<file path="src/rtl/instr_store_ind_pkg.sv">
// instr_store_ind_pkg: shared state encoding, size constants and lane helpers for the store unit.
package instr_store_ind_pkg;
  typedef enum logic [1:0] {IDLE, WR1, WR2} state_e;
  localparam logic SIZE_BYTE = 1'b0;
  localparam logic SIZE_WORD = 1'b1;
  // Helpers work on the widest legal bus (4 lanes, 32 bits); callers truncate to their width.
  function automatic logic [3:0] lane_mask(input logic size, input logic [1:0] k, input logic phase,
                                           input logic [2:0] nb);
    logic [3:0] ones;
    ones = 4'((5'd1 << nb) - 5'd1);
    if (size == SIZE_BYTE) return 4'(5'd1 << (nb - 3'd1 - {1'b0, k}));
    return phase ? 4'(ones << (nb - {1'b0, k})) & ones : ones >> k;
  endfunction
  function automatic logic [31:0] lane_data(input logic size, input logic [1:0] k, input logic phase,
                                            input logic [2:0] nb, input logic [31:0] d);
    if (size == SIZE_BYTE) return {4{d[7:0]}};
    return phase ? d << {nb - {1'b0, k}, 3'b000} : d >> {k, 3'b000};
  endfunction
endpackage

</file>
<file path="src/rtl/instr_store_ind_lane_align.sv">
// store_lane_align: lane mask and aligned write data for one access of a (possibly split) store.
module store_lane_align
  import instr_store_ind_pkg::*;
#(
  parameter int DATA_W = 16,
  localparam int NB = DATA_W / 8,
  localparam int KW = $clog2(NB)
) (
  input  logic              size,
  input  logic [KW-1:0]     k,
  input  logic              phase,
  input  logic [DATA_W-1:0] regbus1,
  output logic [NB-1:0]     req,
  output logic [DATA_W-1:0] data
);
  always_comb begin
    req = NB'(lane_mask(size, 2'(k), phase, 3'(NB)));
    data = DATA_W'(lane_data(size, 2'(k), phase, 3'(NB), 32'(regbus1)));
  end
endmodule

</file>
<file path="src/rtl/instr_store_ind.sv">
// instr_store_ind: indexed store unit issuing one or two big-endian lane-masked memory writes per command.
module instr_store_ind
  import instr_store_ind_pkg::*;
#(
  parameter int DATA_W = 16,
  parameter int ADDR_W = 16,
  parameter int TIMEOUT = 255,
  localparam int NB = DATA_W / 8
) (
  input  logic              clk,
  input  logic              reset,
  input  logic              start,
  input  logic              size,
  input  logic              post_inc,
  input  logic [ADDR_W-1:0] operand,
  input  logic [ADDR_W-1:0] regbus2,
  input  logic [DATA_W-1:0] regbus1,
  output logic [ADDR_W-1:0] memory_address,
  output logic [DATA_W-1:0] memory_data,
  output logic [NB-1:0]     memory_request,
  input  logic              memory_done,
  output logic              busy,
  output logic              done,
  output logic              error,
  output logic              wb_valid,
  output logic [ADDR_W-1:0] wb_addr
);
  localparam int KW = $clog2(NB);
  localparam int CW = $clog2(TIMEOUT + 2);
  state_e state_q, state_d;
  logic [CW-1:0] cnt_q, cnt_d;
  logic [ADDR_W-1:0] sum_q, sum_d, addr_q, addr_d, wb_addr_q, wb_addr_d, sum_in, cur_sum;
  logic [DATA_W-1:0] data_q, data_d, mdata_q, mdata_d, cur_data, align_data;
  logic [NB-1:0] req_q, req_d, align_req;
  logic size_q, size_d, post_inc_q, post_inc_d, busy_q, busy_d, done_q, done_d;
  logic error_q, error_d, wb_valid_q, wb_valid_d, cur_size, ack, tmo;
  store_lane_align #(.DATA_W(DATA_W)) u_align (
    .size    (cur_size),
    .k       (cur_sum[KW-1:0]),
    .phase   (state_q == WR1),
    .regbus1 (cur_data),
    .req     (align_req),
    .data    (align_data)
  );
  always_comb begin
    sum_in = regbus2 + operand;
    cur_sum = (state_q == IDLE) ? sum_in : sum_q;
    cur_size = (state_q == IDLE) ? size : size_q;
    cur_data = (state_q == IDLE) ? regbus1 : data_q;
    // The first cycle of each access is never acknowledged: cnt_q is still zero there.
    ack = (state_q != IDLE) && (cnt_q != '0) && memory_done;
    tmo = (state_q != IDLE) && (TIMEOUT != 0) && (cnt_q == CW'(TIMEOUT));
    state_d = state_q;
    cnt_d = (&cnt_q) ? cnt_q : cnt_q + 1'b1;
    sum_d = sum_q;
    size_d = size_q;
    post_inc_d = post_inc_q;
    data_d = data_q;
    addr_d = addr_q;
    mdata_d = mdata_q;
    req_d = req_q;
    wb_addr_d = wb_addr_q;
    done_d = 1'b0;
    error_d = 1'b0;
    wb_valid_d = 1'b0;
    if (state_q == IDLE) begin
      cnt_d = '0;
      if (start) begin
        state_d = WR1;
        sum_d = sum_in;
        size_d = size;
        post_inc_d = post_inc;
        data_d = regbus1;
        addr_d = sum_in;
        mdata_d = align_data;
        req_d = align_req;
      end
    end else if (ack && state_q == WR1 && size_q == SIZE_WORD && sum_q[KW-1:0] != '0) begin
      state_d = WR2;
      cnt_d = '0;
      addr_d = {sum_q[ADDR_W-1:KW], {KW{1'b0}}} + ADDR_W'(NB);
      mdata_d = align_data;
      req_d = align_req;
    end else if (ack || tmo) begin
      state_d = IDLE;
      cnt_d = '0;
      addr_d = '0;
      mdata_d = '0;
      req_d = '0;
      done_d = 1'b1;
      error_d = !ack;
      wb_valid_d = ack && post_inc_q;
      wb_addr_d = (ack && post_inc_q) ? sum_q + (size_q ? ADDR_W'(NB) : ADDR_W'(1)) : wb_addr_q;
    end
    busy_d = (state_d != IDLE);
  end
  always_ff @(posedge clk) begin
    if (reset) begin
      state_q <= IDLE;
      cnt_q <= '0;
      sum_q <= '0;
      size_q <= 1'b0;
      post_inc_q <= 1'b0;
      data_q <= '0;
      addr_q <= '0;
      mdata_q <= '0;
      req_q <= '0;
      wb_addr_q <= '0;
      busy_q <= 1'b0;
      done_q <= 1'b0;
      error_q <= 1'b0;
      wb_valid_q <= 1'b0;
    end else begin
      state_q <= state_d;
      cnt_q <= cnt_d;
      sum_q <= sum_d;
      size_q <= size_d;
      post_inc_q <= post_inc_d;
      data_q <= data_d;
      addr_q <= addr_d;
      mdata_q <= mdata_d;
      req_q <= req_d;
      wb_addr_q <= wb_addr_d;
      busy_q <= busy_d;
      done_q <= done_d;
      error_q <= error_d;
      wb_valid_q <= wb_valid_d;
    end
  end
  assign memory_address = addr_q;
  assign memory_data = mdata_q;
  assign memory_request = req_q;
  assign busy = busy_q;
  assign done = done_q;
  assign error = error_q;
  assign wb_valid = wb_valid_q;
  assign wb_addr = wb_addr_q;
endmodule
</file>
<file path="config.mk">
export PLATFORM = sky130hd
export DESIGN_NAME = instr_store_ind
export DESIGN_NICKNAME = d
export VERILOG_FILES = /design/src/rtl/instr_store_ind_pkg.sv /design/src/rtl/instr_store_ind_lane_align.sv /design/src/rtl/instr_store_ind.sv
export SDC_FILE = /design/constraint.sdc
export NUM_CORES = 1
export LEC_CHECK = 0
export ABC_AREA = 1
export CAP_MARGIN = 20
export CORE_ASPECT_RATIO = 0.8
export CORE_MARGIN = 5
export CORE_UTILIZATION = 29
export CTS_BUF_LIST = sky130_fd_sc_hd__clkbuf_4 sky130_fd_sc_hd__clkbuf_8
export DETAILED_ROUTE_END_ITERATION = 10
export GPL_ROUTABILITY_DRIVEN = 0
export PLACE_DENSITY = 0.48
export SLEW_MARGIN = 20
export SYNTH_ARGS = -nofsm -noshare
export SYNTH_HDL_FRONTEND = slang
export SYNTH_SLANG_ARGS = --single-unit
</file>
<file path="constraint.sdc">
create_clock -name clk -period 3.1 [get_ports clk]
set_input_delay 0.31 -clock clk [delete_from_list [all_inputs] [get_ports clk]]
set_output_delay 0.31 -clock clk [all_outputs]
set_load 0.01 [all_outputs]
</file>
# ---- After elaboration in Yosys (flattened, before gate mapping)
# Index checks and enable logic that the tools add are counted.
dict set report totals {
  input_bits 54
  wordCells 76
  ff_bits 99
  output_inout_bits 54
}
dict set report op_classes {
  n_addsub 6
  n_mux 24
  shifts 5
  n_bitwise 3
  eq_ne 3
  n_reduce_logical 21
}
# cell n
set ops {}
lappend ops {{2-to-1 mux 16 bit} 10}
lappend ops {{2-to-1 mux 2 bit} 11}
lappend ops {{adder 16 bit} 1}
lappend ops {{adder 16 x 2 -> 16 bit} 1}
lappend ops {{adder 16 x 2 -> 16 bit (second input constant)} 1}
lappend ops {{<< shifter 16 x 6 -> 16 bit} 1}
lappend ops {{>> shifter 16 x 4 -> 16 bit} 1}
lappend ops {{adder 9 x 1 -> 9 bit (second input constant)} 1}
lappend ops {{== test 9 x 8 -> 1 bit (second input constant)} 1}
lappend ops {{AND reduction 9 bit} 1}
lappend ops {{nonzero test 9 bit} 1}
lappend ops {{OR reduction 4 bit} 2}
lappend ops {{logical AND 1 bit} 7}
lappend ops {{AND reduction 2 bit} 2}
lappend ops {{AND reduction 4 bit} 1}
lappend ops {{nonzero test 2 bit} 2}
lappend ops {{2-to-1 mux 1 bit} 3}
lappend ops {{inverter 1 bit} 3}
lappend ops {{nonzero test 3 bit} 1}
lappend ops {{OR reduction 3 bit} 1}
lappend ops {{<< shifter 1 x 3 -> 2 bit (first input constant)} 1}
lappend ops {{<< shifter 2 x 3 -> 2 bit (first input constant)} 1}
lappend ops {{subtractor 2 x 1 -> 3 bit (first input constant)} 1}
lappend ops {{== test 2 x 1 -> 1 bit (second input constant)} 1}
lappend ops {{other kinds (6)} 6}

# ---- Longest topological paths before layout
# Gate-level depths: netlist of run 1.
dict set report depth {
  ltp_word 9
  ltp_mapped 14
}

# ---- Hierarchy
# A second synthesis of run 1 with hierarchy kept.
dict set report hier_totals {
  hier_cells 939
  hier_area_um2 6022.0
}
# mod n_inst cells_each area_each_um2
set modules_own_cells {}
lappend modules_own_cells {instr_store_ind 1 847 5626.6}
lappend modules_own_cells {store_lane_align 1 92 395.4}

# ---- Least setup slack after synthesis of run 1
# Ideal clock, no wire load.
dict set report synth_path {
  path_kind {reg-to-reg}
  start {reg size_q}
  end {reg wb_addr_q[14], in the netlist wb_addr[14]}
  required_ns 2.984
  synth_period_minus_slack_ns 1.962
  path_buffers 0
  setup_slack_ns 1.138
  path_stages_with_launch 10
  arrival_ns 1.846
  path_cell_list {dfxtp_1 inv_1 ha_1 inv_1 fa_1 nor3_1 nand3_1 xor2_1 o21ai_0 nor2_1}
}
dict set report synth_via {
  elab_chain_cells 4
}
# element line
set synth_lines {}
lappend synth_lines {{start, declared} instr_store_ind.sv:35} ;# logic size_q, size_d, post_inc_q, post_inc_d, busy_q, busy_d, done_q, done_d;
lappend synth_lines {{start signal, assigned} instr_store_ind.sv:117} ;# size_q <= size_d;
lappend synth_lines {{parallel branches: the longest is 4 deep, another holds adder 16 x 2 -> 16 bit} -}
lappend synth_lines {{end signal, assigned} instr_store_ind.sv:123} ;# wb_addr_q <= wb_addr_d;
lappend synth_lines {{end, declared} instr_store_ind.sv:32} ;# logic [ADDR_W-1:0] sum_q, sum_d, addr_q, addr_d, wb_addr_q, wb_addr_d, sum_in, cur_sum;
# Several ways; the timed one is not identified.
# A chain may end at the register's enable or synchronous reset.

# ---- Worst setup path in the final report of run 1
dict set report layout_path {
  start {reg cnt_q[1]}
  end {reg addr_q[15], in the netlist memory_address[15]}
}
dict set report layout_via {
  elab_chain_cells 8
}
# element line
set layout_lines {}
lappend layout_lines {{start, declared} instr_store_ind.sv:31} ;# logic [CW-1:0] cnt_q, cnt_d;
lappend layout_lines {{start signal, assigned} instr_store_ind.sv:115} ;# cnt_q <= cnt_d;
lappend layout_lines {{nonzero test 9 bit} instr_store_ind.sv:51} ;# ack = (state_q != IDLE) && (cnt_q != '0) && memory_done;
lappend layout_lines {{logical AND 1 bit (2 in series)} instr_store_ind.sv:51}
lappend layout_lines {{logical AND 1 bit (3 in series)} instr_store_ind.sv:78} ;# end else if (ack && state_q == WR1 && size_q == SIZE_WORD && sum_q[KW-1:0] != '0) begin
lappend layout_lines {{nonzero test 3 bit (no line) / 2-to-1 mux 16 bit (equally long branches)} -}
lappend layout_lines {{AND reduction 2 bit (no line) / 2-to-1 mux 16 bit (equally long branches)} -}
lappend layout_lines {{end signal, assigned} instr_store_ind.sv:120} ;# addr_q <= addr_d;
lappend layout_lines {{end, declared} instr_store_ind.sv:32}
# Several ways; a longest one is shown, not always the timed one.

==> results of run 1 <==
==> worst max-delay path by stage <==
| stage | from | end | slack (ns) | cells past startpoint |
|---|---|---|---|---|
| after floorplan | size_q$_SDFFE_PP0P_ | wb_addr[14]$_SDFFE_PP0P_ | 1.14 | 9 |
| after global placement | memory_done | wb_addr[15]$_SDFFE_PP0P_ | 0.66 | 10 |
| after detailed placement | memory_done | wb_addr[13]$_SDFFE_PP0P_ | 0.66 | 10 |
| after CTS | cnt_q[1]$_SDFFE_PP0N_ | memory_address[12]$_SDFFE_PP0P_ | 0.71 | 11 |
| after global routing | cnt_q[1]$_SDFFE_PP0N_ | memory_address[12]$_SDFFE_PP0P_ | 0.45 | 11 |
| final | cnt_q[1]$_SDFFE_PP0N_ | memory_address[15]$_SDFFE_PP0P_ | 0.75 | 11 |
==> stage by stage <==
stage | hold slack [ns] | total power (uW) | util [%] | instances
3_3_place_gp | 0.4366 | 2305 | 36.13 | 1263
5_1_grt | 0.4595 | 3440 | 37.24 | 1278
3_5_place_dp | 0.4412 | 2305 | 36.13 | 1263
2_1_floorplan | 0.4022 | 1972 | - | 921
4_1_cts | 0.4555 | 3268 | 37.24 | 1278
6_report | 0.4519 | 3225 | 37.24 | 1278
==> cell type report <==
cell class,count,area [um2],area share [%]
Clock inverter,4,75.07,1.012
Inverter,113,429.2,5.787
Multi-Input combinational cell,673,3306,44.58
Tap cell,264,330.3,4.454
Sequential cell,99,1982,26.73
Timing Repair Buffer,114,1149,15.49
Clock buffer,11,145.1,1.957
==> power by group through the flow <==
| stage | Combinational [uW] | Sequential (uW) | Clock (uW) |
|---|---|---|---|
| 2_1_floorplan | 517 | 1450 | 0 |
| 3_3_place_gp | 844 | 1460 | 0 |
| 3_5_place_dp | 844 | 1460 | 0 |
| 4_1_cts | 849 | 1430 | 987 |
| 5_1_grt | 959 | 1440 | 1040 |
| 6_report | 844 | 1430 | 948 |
==> worst max-delay path: stages, from the launching register on <==
cell	delay, ns
dfxtp_1	0.39
ha_1	0.19
nand2_1	0.07
nor3_1	0.29
nand2_1	0.08
nor2_1	0.14
ha_1	0.17
nand2_1	0.08
nand3_2	0.31
inv_2	0.23
a21oi_1	0.20
a21oi_1	0.08
==> state kept, by name, indices dropped and copies added, names as in the netlist, 2 cells and up <==
name            cells
data_q             16
memory_data        16
sum_q              16
memory_address     16
wb_addr            16
cnt_q               9
state_q             2
memory_request      2
==> cells in the mapped netlist, types with 2 or more instances <==
| library cell | number | area share [%] |
|---|---|---|
| buf_2 | 14 | 1.2 |
| a21oi_1 | 78 | 6.6 |
| nand4_1 | 5 | 0.53 |
| o211ai_1 | 5 | 0.64 |
| clkbuf_1 | 13 | 0.83 |
| fa_1 | 2 | 0.68 |
| xnor2_1 | 5 | 0.74 |
| nor3b_1 | 2 | 0.25 |
| dfxtp_1 | 99 | 34 |
| nand3_2 | 2 | 0.34 |
| clkinv_1 | 2 | 0.13 |
| ha_1 | 22 | 4.7 |
| o21ai_0 | 87 | 7.4 |
| nor3_1 | 6 | 0.51 |
| inv_4 | 2 | 0.21 |
| o21ai_2 | 2 | 0.30 |
| nor2_1 | 119 | 7.6 |
| nand3b_1 | 3 | 0.38 |
| and2_1 | 2 | 0.21 |
| buf_6 | 2 | 0.38 |
| o21ai_1 | 8 | 0.68 |
| a31oi_1 | 2 | 0.21 |
| a211oi_1 | 2 | 0.25 |
| inv_1 | 105 | 6.7 |
| nand2_1 | 221 | 14 |
| nand3_1 | 73 | 6.2 |
| buf_4 | 5 | 0.64 |
| inv_2 | 4 | 0.25 |
| xor2_1 | 18 | 2.7 |
| nand2_2 | 3 | 0.32 |
==> per-layer routing <==
metal	track usage, %	vias to the layer above	share of wire [%]
li1	-	3142	-
met1	24.13	2496	57
met2	20.71	130	37
met3	3.672	14	5.5
met4	2.995	0	1.0
met5	0	-	0
==> logic make-up after synthesis <==
kind of cell	synth area share, %
AND/OR/NAND/NOR	30.94
adder cells (fa/ha/maj)	5.340
buffers and inverters	10.45
XOR/XNOR	3.412
AO/OA/AOI/OAI	16.30
flip-flops	33.57
==> cell usage in the layout, fill, tap and decap left out, types with 3 or more instances in the layout <==
cell type,instances
a21oi_1,78
nor3_1,6
nand2_1,221
nor2_1,119
inv_1,105
xnor2_1,5
buf_4,5
nand3_1,73
xor2_1,18
nand2_2,3
nand3b_1,3
o211ai_1,5
o21ai_1,8
inv_2,4
o21ai_0,87
dfxtp_1,99
ha_1,22
nand4_1,5
clkbuf_8,10
clkdlybuf4s50_1,107
==> flow_metrics.py, run 1 <==
metrics = {
    "detailed_routing": {
        "wl_per_cell_um": 13.92,
        "via_count": 5782,
        "dr.first_iter.drc_count": 374,
        "dr.pass1.iters": 5,
        "avgViaCountPerCell": 4.524,
        "wl_mm": 17.79,
        "drcViolationCount": 0,
        "drtAntennaViolNets": 0,
    },
    "clocking": {
        "cts_tree": "yes",
        "cts_buffer_depth": 2,
        "cts_root_buf": "clkbuf_8",
        "post-cts-setup-buffers": 0,
        "cts_inserted_buffers": 9,
        "ctsHoldBuffers": 0,
        "clk_pin_slew_ns": 0.10,
        "clk_latency_ns": 0.39,
        "ctsResizeCount": 0,
        "cts_sinks": 99,
        "htreeDepth": 3,
    },
    "layout": {
        "fillers": 2220,
        "drive_gt1_share_pct": 3.846,
        "areaGrowthSynthToFinish_pct": 25.60,
        "nets": 1088,
        "antennaDiodeCount": 0,
        "stdcell_area_um2": 7416,
    },
    "pwr": {
        "p_leak_uw": 0.003287,
        "combPwrFrac_pct": 26.2,
        "p_sw_share_pct": 32.17,
        "power_density_nw_per_um2": 434.9,
        "cellInternalPower_uw": 2187,
        "vdd_drop_max_v": 0.0001647,
        "pwr-share-seq_pct": 44.4,
        "switchingPower_uw": 1038,
        "clockPowerShare_pct": 29.4,
    },
    "placed_design": {
        "place_area_um2": 7196,
        "dp_slack_ns": 0.6570,
        "portBuffers": 107,
        "dp_hpwl_mm": 13.66,
    },
    "setup_path": {
        "r2r_slack_ns": 0.75,
        "cp.arrival_ns": 2.62,
        "cp-end-kind": "flip-flop",
        "worstSetupPathType": "reg2reg",
        "startpoint_type": "flip-flop",
        "r2r_cells": 11,
        "worst_ep_required_time_ns": 3.37,
        "reg2reg_to": "memory_address[15]$_SDFFE_PP0P_",
        "r2r-start": "cnt_q[1]$_SDFFE_PP0N_",
        "crit_fanout": 16,
    },
    "yosys": {
        "synthesis.area_um2": 5904,
        "ys_warn_count": 0,
        "yosysSeqAreaShare_pct": 33.57,
        "ys_ff_latch": 99,
        "netlist_instances": 921,
        "synth_edf_count": 0,
        "ys.flop_type": "dfxtp_1",
        "synth.avg_cell_area_um2": 6.411,
        "syn_nets": 999,
        "synthArstFlopShare_pct": 0,
        "post_synth_num_cell_types": 38,
    },
    "timing": {
        "finalSetupTns_ns": 0,
        "finalSetupViolCount": 0,
        "report.final.slew_viol_count": 0,
        "worst_slack_ns": 0.7508,
        "worst_slew_pin_slew_ns": 0.8981,
        "rsz0062_at_grt": "false",
        "maxSlewHeadroom_pct": 40.12,
        "hold_viol_final": 0,
        "period_needed_ns": 2.349,
        "fin_skew_ns": 0.01440,
        "fmax_mhz": 425.7,
        "post-route-period-util_pct": 75.78,
    },
    "global_route": {
        "grt_pass1_vias": 5356,
        "antenna_found_initial": 0,
        "grt_usage_pct": 15.30,
        "grt_pass1_wl_mm": 28.48,
        "grt_max_degree": 39,
        "grt_overflow_total": 0,
    },
    "min_path": {
        "hold_end": "data_q[2]$_SDFFE_PP0P_",
        "hold_depth": 2,
        "worstHoldStart": "data_q[2]$_SDFFE_PP0P_",
        "hold_path.class": "reg2reg",
    },
    "die": {
        "fp.dieH_um": 137.6,
        "die_w_um": 169.5,
        "initial_core_util_pct": 29.65,
        "io_pins": 108,
        "rows": 46,
        "fp.dieArea_um2": 23330,
        "core_um2": 19910,
    },
    "outcome": {
        "status": "finished clean",
    },
    "job": {
        "maxCapViolCount": 0,
    },
}
Note: power is estimated with default switching activity, not from simulation.
==> run 2, diff against run 1 <==
Clock period 3.1 ns to 2.3 ns, I/O delays scaled along.
==> run 2 against run 1 <==
  * Flip-flop and latch count is the same
  * Largest cell class unchanged
  * Combinational power grew 39%
  * Count of clock-buffer cells in the layout is the same
==> flow_metrics.py, run 2 (synthesized netlist as in run 1, its figures left out) <==
metrics = {
    "outcome": {
        "status": "finished clean",
    },
    "detailed_routing": {
        "drtAntennaViolNets": 0,
        "drcViolationCount": 0,
        "dr.pass1.iters": 5,
        "via_count": 5835,
        "dr.first_iter.drc_count": 377,
        "wl_mm": 17.90,
        "wl_per_cell_um": 13.81,
        "avgViaCountPerCell": 4.502,
    },
    "setup_path": {
        "critPathBufInv": 3,
        "crit_chain": "inv_1 -> ha_1 -> inv_1 -> fa_1 -> nor3_1 -> buf_4 -> nand3_1 -> xor2_1 -> o21ai_0 -> nor2_1",
        "reg2reg_to": "wb_addr[14]$_SDFFE_PP0P_",
        "r2r_cells": 10,
        "worst_ep_required_time_ns": 2.59,
        "r2r_slack_ns": 0.22,
        "crit_family": "adder cells",
        "cp-end-kind": "flip-flop",
        "cp.arrival_ns": 2.37,
        "r2r-start": "size_q$_SDFFE_PP0P_",
        "worst_path_largest_cell_delay_ns": 0.41,
        "worstSetupPathType": "reg2reg",
        "crit_path_top_delay_cell": "fa_1",
        "path_common_cell": "inv_1",
        "startpoint_type": "flip-flop",
        "crit_fanout": 4,
    },
    "timing": {
        "fin_skew_ns": 0.01368,
        "hold_ws_ns": 0.4086,
        "finalSetupViolCount": 0,
        "period_needed_ns": 2.085,
        "worst_slew_pin_slew_ns": 0.9561,
        "finalSetupTns_ns": 0,
        "post-route-period-util_pct": 90.64,
        "rsz0062_at_grt": "false",
        "hold_viol_final": 0,
        "report.final.slew_viol_count": 0,
        "maxSlewHeadroom_pct": 36.25,
        "fmax_mhz": 479.7,
    },
    "clocking": {
        "cts_root_buf": "clkbuf_8",
        "cts_buffer_depth": 2,
        "ctsHoldBuffers": 0,
        "clk_pin_slew_ns": 0.10,
        "cts_inserted_buffers": 9,
        "cts_tree": "yes",
        "htreeDepth": 3,
        "cts_sinks": 99,
        "clk_latency_ns": 0.39,
    },
    "global_route": {
        "antenna_found_initial": 0,
        "grt_pass1_vias": 5141,
        "grt_usage_pct": 15.32,
        "grt_overflow_total": 0,
        "grt_max_degree": 29,
        "grt_pass1_wl_mm": 28.35,
    },
    "die": {
        "fp.dieH_um": 137.6,
        "io_pins": 108,
        "fp.dieArea_um2": 23330,
        "core_um2": 19910,
        "rows": 46,
        "initial_core_util_pct": 29.65,
        "die_w_um": 169.5,
    },
    "min_path": {
        "hold_path.class": "in2reg",
        "hold_depth": 3,
        "worstHoldStart": "regbus1[14]",
        "hold_end": "data_q[14]$_SDFFE_PP0P_",
    },
    "layout": {
        "nets": 1105,
        "drive_gt1_share_pct": 5.620,
        "antennaDiodeCount": 0,
        "final_common_cell": "nand2_1",
        "final_cell_mix": "nand2_1 (221), nor2_1 (119), clkdlybuf4s50_1 (107), inv_1 (105), dfxtp_1 (99)",
        "areaGrowthSynthToFinish_pct": 27.61,
    },
    "pwr": {
        "p_leak_uw": 0.003378,
        "power_density_nw_per_um2": 569.4,
        "vdd_drop_max_v": 0.0002512,
    },
    "placed_design": {
        "dp_hpwl_mm": 14.01,
        "portBuffers": 107,
    },
    "job": {
        "maxCapViolCount": 0,
    },
}
## run 2: how the worst max path moves through the flow
stage / startpoint / end / slack (ns) / cells after the start
after floorplan: size_q$_SDFFE_PP0P_ / wb_addr[14]$_SDFFE_PP0P_ / 0.34 / 9
final: size_q$_SDFFE_PP0P_ / wb_addr[14]$_SDFFE_PP0P_ / 0.22 / 10
after CTS: cnt_q[1]$_SDFFE_PP0N_ / memory_address[9]$_SDFFE_PP0P_ / 0.08 / 13
after detailed placement: operand[0] / sum_q[12]$_SDFFE_PP0P_ / 0.12 / 13
after global routing: cnt_q[1]$_SDFFE_PP0N_ / memory_address[9]$_SDFFE_PP0P_ / 0.005 / 13
after global placement: operand[0] / sum_q[12]$_SDFFE_PP0P_ / 0.14 / 13
## run 2: final cells by class
| cell class | count | area, um2 |
|---|---|---|
| fillers | 2202 | 12380 |
| repair buffers | 131 | 1267 |
| clock inverters | 5 | 62.56 |
| clock buffers | 11 | 138.9 |
| multi-input cells | 673 | 3324 |
| well taps | 264 | 330.3 |
| flip-flops and latches | 99 | 1982 |
| inverters | 113 | 429.2 |
## run 2: worst register-to-register path, delay by kind of cell, from the launching register on
| family | cells | cell delay, ns |
|---|---|---|
| AND/OR/NAND/NOR | 3 | 0.32 |
| AO/OA/AOI/OAI | 1 | 0.18 |
| adder cells (fa/ha/maj) | 2 | 0.60 |
| buffers and inverters | 3 | 0.36 |
| XOR/XNOR | 1 | 0.16 |
| flip-flops | 1 | 0.37 |
## run 2: what timing repair did
item / CTS / global route
setup endpoints to repair: 0 / 29
resized for setup: 0 / 4
setup buffers: 0 / 0
## run 2: through the flow
stage	area, um2	instances	setup slack, ns	total power, uW	util, %
3_5_place_dp	7311	1280	0.1213	3132	36.71
5_1_grt	7535	1296	0.005105	4576	37.84
4_1_cts	7512	1296	0.07985	4346	37.72
3_3_place_gp	7311	1280	0.1441	3131	36.71
6_report	7535	1296	0.2153	4290	37.84
2_1_floorplan	5904	921	0.3381	2658	-
## run 2: power by group
| part | total [uW] | internal (uW) | switching, uW |
|---|---|---|---|
| Sequential | 1930 | 1830 | 94.0 |
| Combinational | 1170 | 489 | 682 |
| Clock | 1190 | 534 | 658 |
## run 2: routing by layer
layer	up-vias	part of all wire (%)	track usage (%)
met5	-	0	0
met4	0	0.64	2.414
met3	8	5.0	3.442
met2	129	36	19.71
met1	2529	58	25.34
li1	3169	-	-
